File: config.mk
export PLATFORM = sky130hd
export DESIGN_NAME = add_rr_arbiter
export DESIGN_NICKNAME = d
export VERILOG_FILES = /design/src/rtl/add_rr_arbiter.sv
export SDC_FILE = /design/constraint.sdc
export NUM_CORES = 1
export LEC_CHECK = 0
export CAP_MARGIN = 20
export CORE_AREA = 2 2 156 158
export CTS_CLUSTER_SIZE = 20
export DETAILED_ROUTE_END_ITERATION = 10
export DIE_AREA = 0 0 158 160
export SLEW_MARGIN = 20
export SYNTH_ARGS = -nofsm -noshare
export SYNTH_HDL_FRONTEND = slang
export SYNTH_SLANG_ARGS = --single-unit
File: constraint.sdc
create_clock -name clk -period 2.4 [get_ports clk]
set_input_delay 0.24 -clock clk [delete_from_list [all_inputs] [get_ports clk]]
set_output_delay 0.24 -clock clk [all_outputs]
set_load 0.02 [all_outputs]
File: src/rtl/add_rr_arbiter.sv
// add_rr_arbiter: round-robin scheduler sharing one registered adder among N requesters, returning ID-tagged results
//   clk, reset                  : rising-edge clock, synchronous active-high reset
//   req_valid/req_a/req_b/req_ci : per-requester operands, requester i at [i*W +: W]
//   req_ready                    : one-hot grant, transfer on req_valid & req_ready
//   add_a/add_b/add_ci           : operands to the shared adder, zero when nothing is granted
//   add_s/add_co                 : adder result, ADD_LAT cycles after its operands
//   rsp_valid/rsp_id/rsp_s/rsp_co : registered one-cycle result pulse with owner index
//   busy                         : any operation in flight in the tag pipeline
module add_rr_arbiter #(
  parameter int N       = 4,
  parameter int W       = 32,
  parameter int ADD_LAT = 1,
  parameter int IDW     = (N > 2) ? $clog2(N) : 1
) (
  input  logic           clk,
  input  logic           reset,
  input  logic [N-1:0]   req_valid,
  input  logic [N*W-1:0] req_a,
  input  logic [N*W-1:0] req_b,
  input  logic [N-1:0]   req_ci,
  output logic [N-1:0]   req_ready,
  output logic [W-1:0]   add_a,
  output logic [W-1:0]   add_b,
  output logic           add_ci,
  input  logic [W-1:0]   add_s,
  input  logic           add_co,
  output logic           rsp_valid,
  output logic [IDW-1:0] rsp_id,
  output logic [W-1:0]   rsp_s,
  output logic           rsp_co,
  output logic           busy
);
  logic [IDW-1:0]     ptr_q, ptr_d, gnt_id;
  logic               gnt_vld;
  logic [ADD_LAT-1:0] vld_q;
  logic [IDW-1:0]     id_q [ADD_LAT];
  logic               rsp_valid_q, rsp_co_q;
  logic [IDW-1:0]     rsp_id_q;
  logic [W-1:0]       rsp_s_q;

  function automatic logic [IDW-1:0] wrap(input int v);
    return IDW'(v >= N ? v - N : v);
  endfunction

  // scanning from the far end lets the requester closest to ptr win
  always_comb begin
    gnt_vld = 1'b0;
    gnt_id  = '0;
    for (int k = N - 1; k >= 0; k--)
      if (!reset && req_valid[wrap(int'(ptr_q) + k)]) begin
        gnt_vld = 1'b1;
        gnt_id  = wrap(int'(ptr_q) + k);
      end
  end

  assign ptr_d     = gnt_vld ? wrap(int'(gnt_id) + 1) : ptr_q;
  assign req_ready = gnt_vld ? N'(1) << gnt_id : '0;
  assign add_a     = gnt_vld ? req_a[gnt_id*W +: W] : '0;
  assign add_b     = gnt_vld ? req_b[gnt_id*W +: W] : '0;
  assign add_ci    = gnt_vld ? req_ci[gnt_id] : 1'b0;

  always_ff @(posedge clk) begin
    if (reset) begin
      ptr_q       <= '0;
      vld_q       <= '0;
      for (int i = 0; i < ADD_LAT; i++) id_q[i] <= '0;
      rsp_valid_q <= 1'b0;
      rsp_id_q    <= '0;
      rsp_s_q     <= '0;
      rsp_co_q    <= 1'b0;
    end else begin
      ptr_q    <= ptr_d;
      vld_q[0] <= gnt_vld;
      id_q[0]  <= gnt_id;
      for (int i = 1; i < ADD_LAT; i++) begin
        vld_q[i] <= vld_q[i-1];
        id_q[i]  <= id_q[i-1];
      end
      rsp_valid_q <= vld_q[ADD_LAT-1];
      if (vld_q[ADD_LAT-1]) begin
        rsp_id_q <= id_q[ADD_LAT-1];
        rsp_s_q  <= add_s;
        rsp_co_q <= add_co;
      end
    end
  end

  assign rsp_valid = rsp_valid_q;
  assign rsp_id    = rsp_id_q;
  assign rsp_s     = rsp_s_q;
  assign rsp_co    = rsp_co_q;
  assign busy      = |vld_q;
endmodule

After elaboration in Yosys (flattened, before gate mapping)

Memories as Yosys holds them, arrays and structs flattened. A register that Yosys moved wholly into a read port is not among the register bits.
Index checks and enable logic that the tools add are counted.

Word-level logic and storage cells: 66
Register bits after elaboration: 37
Memories kept: 1
Bits in writable memories: 2

Memory list:

| name | depth | width | rd ports | clocked after memory_dff | wr ports | RTL line | source |
|---|---|---|---|---|---|---|---|
| id_q | 1     | 2     | 1        | 1                        | 1        | 36       | `logic [IDW-1:0] id_q [ADD_LAT];` |

Add/sub/neg operators: 9
Reductions and logical operators: 6
Multiplexer cells: 32
Order comparisons: 10
Shift operators: 3

Operator list:

| cell                                                              | number |
|---|---|
| variable part select 128 x 8 -> 32 bit                            | 2 |
| 2-to-1 mux 32 bit                                                 | 2 |
| 2-to-1 mux 2 bit                                                  | 10 |
| less-than comparator 2 x 3 -> 1 bit, second input constant        | 5 |
| 2-to-1 mux 1 bit                                                  | 14 |
| greater-or-equal comparator 3 bit, second input constant          | 4 |
| binary-select mux 1 bit (select 2 bit)                            | 5 |
| subtractor 2 x 1 -> 2 bit, second input constant                  | 5 |
| adder 2 x 1 -> 3 bit, second input constant                       | 2 |
| adder 2 x 2 -> 3 bit, second input constant                       | 2 |
| logical AND 1 bit                                                 | 4 |
| 2-to-1 mux 4 bit                                                  | 1 |
| << shifter 1 x 2 -> 4 bit, first input constant                   | 1 |
| greater-or-equal comparator 2 x 3 -> 1 bit, second input constant | 1 |
| OR reduction 2 bit                                                | 1 |
| logical NOT 1 bit                                                 | 1 |

Depth between registers and ports, before layout

Word-level depth: 13
Gate-level depth with buffers: 8
Gate-level depth less buffers: 6

Least setup slack after synthesis

Ideal clock, no wire load.

Path kind: register to output
From: register ptr_q[1]
To: output req_ready[0]
Arrival time: 1.994 ns
Path buffers: 3
Cell stages (with the launch flop): 9
Slack: 0.166 ns
Cell sequence: dfxtp_1 > clkbuf_1 > or3_1 > a211oi_4 > buf_4 > buf_2 > inv_1 > ha_1 > and2_1

Longest elaborated chain between the ends: 12

RTL lines:

| item                                                                                  | RTL line | source |
|---|---|---|
| start, declared                                                                       | 33       | `logic [IDW-1:0] ptr_q, ptr_d, gnt_id;` |
| start signal, assigned                                                                | 72       | `ptr_q <= ptr_d;` |
| adder 2 x 2 -> 3 bit                                                                  | 50, 52   |  |
| greater-or-equal comparator 3 bit / subtractor 2 x 1 -> 2 bit (equally long branches) | 42       | `return IDW'(v >= N ? v - N : v);` |
| 2-to-1 mux 2 bit                                                                      | 42       |  |
| binary-select mux 1 bit (select 2 bit)                                                | 50       | `if (!reset && req_valid[wrap(int'(ptr_q) + k)]) begin` |
| 2-to-1 mux 1 bit (not written as such)                                                | 50       |  |
| logical AND 1 bit                                                                     | 50       |  |
| 2-to-1 mux 2 bit (3 in series)                                                        | 50       |  |
| 2-to-1 mux 2 bit (*)                                                                  | 50       |  |
| named net gnt_id[0]                                                                   | 33       |  |
| << shifter 1 x 2 -> 4 bit (*)                                                         | 57       | `assign req_ready = gnt_vld ? N'(1) << gnt_id : '0;` |
| 2-to-1 mux 4 bit (*)                                                                  | 57       |  |
| end, declared                                                                         | 21       | `output logic [N-1:0] req_ready,` |

The timed path passes the listed nets; every way through them passes the cells marked *. The select of a mux whose other input is x is not followed.

Worst setup path after layout

From: register ptr_q[0]
To: output add_a[1]

Longest elaborated chain between the ends: 12

RTL lines:

| item                                                                                  | RTL line | source |
|---|---|---|
| adder 2 x 2 -> 3 bit                                                                  | 50, 52   |  |
| greater-or-equal comparator 3 bit / subtractor 2 x 1 -> 2 bit (equally long branches) | 42       |  |
| 2-to-1 mux 2 bit                                                                      | 42       |  |
| binary-select mux 1 bit (select 2 bit)                                                | 50       |  |
| 2-to-1 mux 1 bit (not written as such)                                                | 50       |  |
| logical AND 1 bit                                                                     | 50       |  |
| 2-to-1 mux 2 bit (4 in series)                                                        | 50       |  |
| variable part select 128 x 8 -> 32 bit                                                | 58       | `assign add_a = gnt_vld ? req_a[gnt_id*W +: W] : '0;` |
| 2-to-1 mux 32 bit (*)                                                                 | 58       |  |
| end, declared                                                                         | 22       | `output logic [W-1:0] add_a,` |

Mark *: on every way between the ends. The rest lies on a longest branch, timed or not. The select of a mux whose other input is x is not followed.

==> flow_metrics.tcl <==
set metrics [dict create \
    grt_pass1_wl_um 34000 \
    post_layout_nonfiller_instances 1287 \
    cts_tree "done" \
    ys_seq_elements 41 \
    numCtsBuffers 5 \
    whs_path_depth 2 \
    drv_cap 0 \
    start_util_pct 15.1 \
    hpwl_um 17100 \
    setup_tns_ns -2.93 \
    p_per_area_nw_per_um2 382 \
    grt_max_degree 37 \
    fin_nets 1265 \
    crit_type "flip-flop to output port" \
    dieArea_sq_um 25300 \
    hold_viol 0 \
    critical_path_arrival_ns 2.28 \
    outcome "finished with violations" \
    core_area_sq_um 23800 \
    die_y_um 160 \
    io_pins 405 \
    power.leakage_nw 3.82 \
    grt_pass1_vias 6146 \
    worstSetupEndpointType "output port" \
    yosys.area.top_type_share_pct 22.8 \
    ant_nets 0 \
    cts.path.max_buffers 2 \
    rrSetupSlack_ns 0.46 \
    cts_hold_buf 0 \
    period_minus_slack_ns 2.52 \
    setup_slack_ns -0.124 \
    clock_skew_ns 0.00535 \
    clock_sinks 41 \
    overflow 0 \
    yosys-top-cells-area "dfxtp_1, a32oi_1, o221ai_1, mux2i_1, nand3_1" \
    highest_layer "met4" \
    rsz0062_at_grt "true" \
    antenna_cells 0 \
    path_clk_slew_ns 0.06 \
    ir_drop_v 0.000275 \
    place_congestion 0.895 \
    num_vias 6118 \
    setup_violations 60 \
    wl_met2_um 11800 \
    hold_path.class "flip-flop to flip-flop" \
    total_power_mw 3.89 \
    violations "negative setup slack" \
    nFillCells 2333 \
    worstSkewPairLatency_ns 0.28 \
    h-tree-depth 2 \
    cp-start-kind "flip-flop" \
    io_buffers 404 \
    rows 57 \
    drt-met1-wl_um 9480 \
    crit_required_ns 2.16 \
    finalCritPeriodShare_pct 105 \
    viasPerCell 4.75 \
    synth_area_leader_cell "dfxtp_1" \
    seq_area_frac_synth_pct 22.8 \
    r2r_cells 9 \
    synthesis.area_sq_um 3590 \
    final_max_slew_viol_count 0 \
    drc 0 \
    area_growth_pct 183 \
    drt_wl_total_um 24200 \
    yosys_warnings 0 \
    dieWidth_um 158 \
    antenna_found_initial 0 \
    syn-num-nets 782 \
    worst_hold_slack_ns 0.472 \
    drt_iter0_drc 313 \
    grt_usage_pct 17.3 \
    synth_cell_types 25 \
    slew_headroom_pct 74.5 \
    syn_avg_cell_area_sq_um 7.50 \
    wl_per_cell_um 18.8 \
    dpl.cell_count 1231 \
    post-place-ws_ns -0.828 \
    wl_met3_um 1840 \
    drive_gt1_share_pct 33.1 \
    max_slew.worst_pin.slew_ns 0.383 \
    max_freq_mhz 396 \
    crit_path_max_fanout 7 \
    synth_cells 479 \
    root_buffer "clkbuf_16" \
    first_pass_iters 5 \
]
[timing repair]
| item | 4_1_cts | 5_1_grt |
|---|---|---|
| buffers inserted | 29 | 7 |
| gates resized for setup | 500 | 100 |
| setup endpoints to repair | 69 | 69 |
| gates cloned | 11 | 4 |
| pin swaps | 28 | 28 |
[cell usage in the layout (no fill, tap or decap), types with 2 or more instances in the layout]
cell	count
clkbuf_16	9
a211oi_2	2
and2_1	2
buf_8	8
a32oi_2	18
o221ai_2	35
o221ai_1	30
ha_1	2
nand3_1	55
a211oi_4	2
buf_16	11
nor3_1	2
dfxtp_2	2
a32oi_1	45
dlygate4sd2_1	4
and2_4	2
clkdlybuf4s50_1	331
nor2b_4	2
ha_4	2
buf_12	25
buf_4	118
nand2b_1	3
nand2_2	8
dfxtp_1	38
nand2_1	52
buf_2	11
buf_6	30
nor2_1	39
nand3_2	9
nand2_4	8
mux2i_1	36
a32oi_4	2
nand3_4	2
[power by group]
part,leakage (nW),switching [mW],internal [mW]
clock,0.0768,0.261,0.413
combinational,3.40,1.09,1.37
sequential,0.339,0.0248,0.725
[metal layers]
metal,track usage (%),vias to the layer above
li1,-,2873
met1,20.5,2866
met2,29.8,321
met3,3.23,58
met4,7.99,0
met5,0,-
[synth_stat cells]
| library cell | n |
|---|---|
| or3_1 | 1 |
| o221ai_1 | 65 |
| o311a_1 | 1 |
| nand2b_1 | 3 |
| dfxtp_1 | 41 |
| o21ba_2 | 1 |
| buf_1 | 1 |
| o21ai_0 | 2 |
| buf_4 | 3 |
| nand2_1 | 68 |
| inv_1 | 2 |
| a21oi_2 | 1 |
| clkbuf_1 | 33 |
| a211oi_4 | 1 |
| nor2b_1 | 4 |
| nand3_1 | 66 |
| mux2i_1 | 36 |
| a32oi_1 | 65 |
| buf_2 | 29 |
| ha_1 | 4 |
| nor2_1 | 40 |
| and2_1 | 4 |
| nor3b_1 | 1 |
| a211oi_1 | 4 |
| nor3_1 | 3 |
[worst max-delay path, stage by stage (launching register included)]
cell and delay (ns):
dfxtp_4 0.39, nor2b_4 0.05, or3_4 0.35, a211oi_4 0.21, buf_6 0.15, buf_12 0.15
buf_12 0.13, buf_8 0.12, buf_16 0.12, nand3_2 0.06, o221ai_2 0.09, buf_4 0.19
[path summary, 6_finish.rpt]
path,from,to
worst max-delay path,ptr_q[0],add_a[1]
worst max register to register,ptr_q[0],ptr_q[1]
worst min-delay path,id_q[0][1],rsp_id[1]
worst min register to register,id_q[0][1],rsp_id[1]
[layout make-up]
cell class | instances | area (sq um) | share of cell area, %
clock inverter | 2 | 13.8 | 0.135
inverter | 2 | 12.5 | 0.123
timing repair buffer | 542 | 5650 | 55.5
multi-input combinational | 370 | 3140 | 30.8
clock buffer | 6 | 139 | 1.36
sequential | 41 | 827 | 8.12
tap | 324 | 405 | 3.98
[metrics by stage]
stage          area [sq um]  util (%)
4_1_cts                9710      40.8
6_report              10200      42.8
3_3_place_gp           8680      36.4
3_5_place_dp           8680      36.4
5_1_grt               10200      42.8
2_1_floorplan          3590         -
[state kept, by name, summed over array words and instances, names as in the netlist]
name and count:
busy 1, id_q 2, ptr_q 2, rsp_co 1
rsp_id 2, rsp_s 32, rsp_valid 1
[cells by family after synthesis]
family / synth area share [%]
compound gates: 34.1
fa+ha+maj: 1.39
buf+inv: 8.42
flops: 22.8
mux: 10.0
simple gates: 23.2
(Power assumes the default switching activity.)
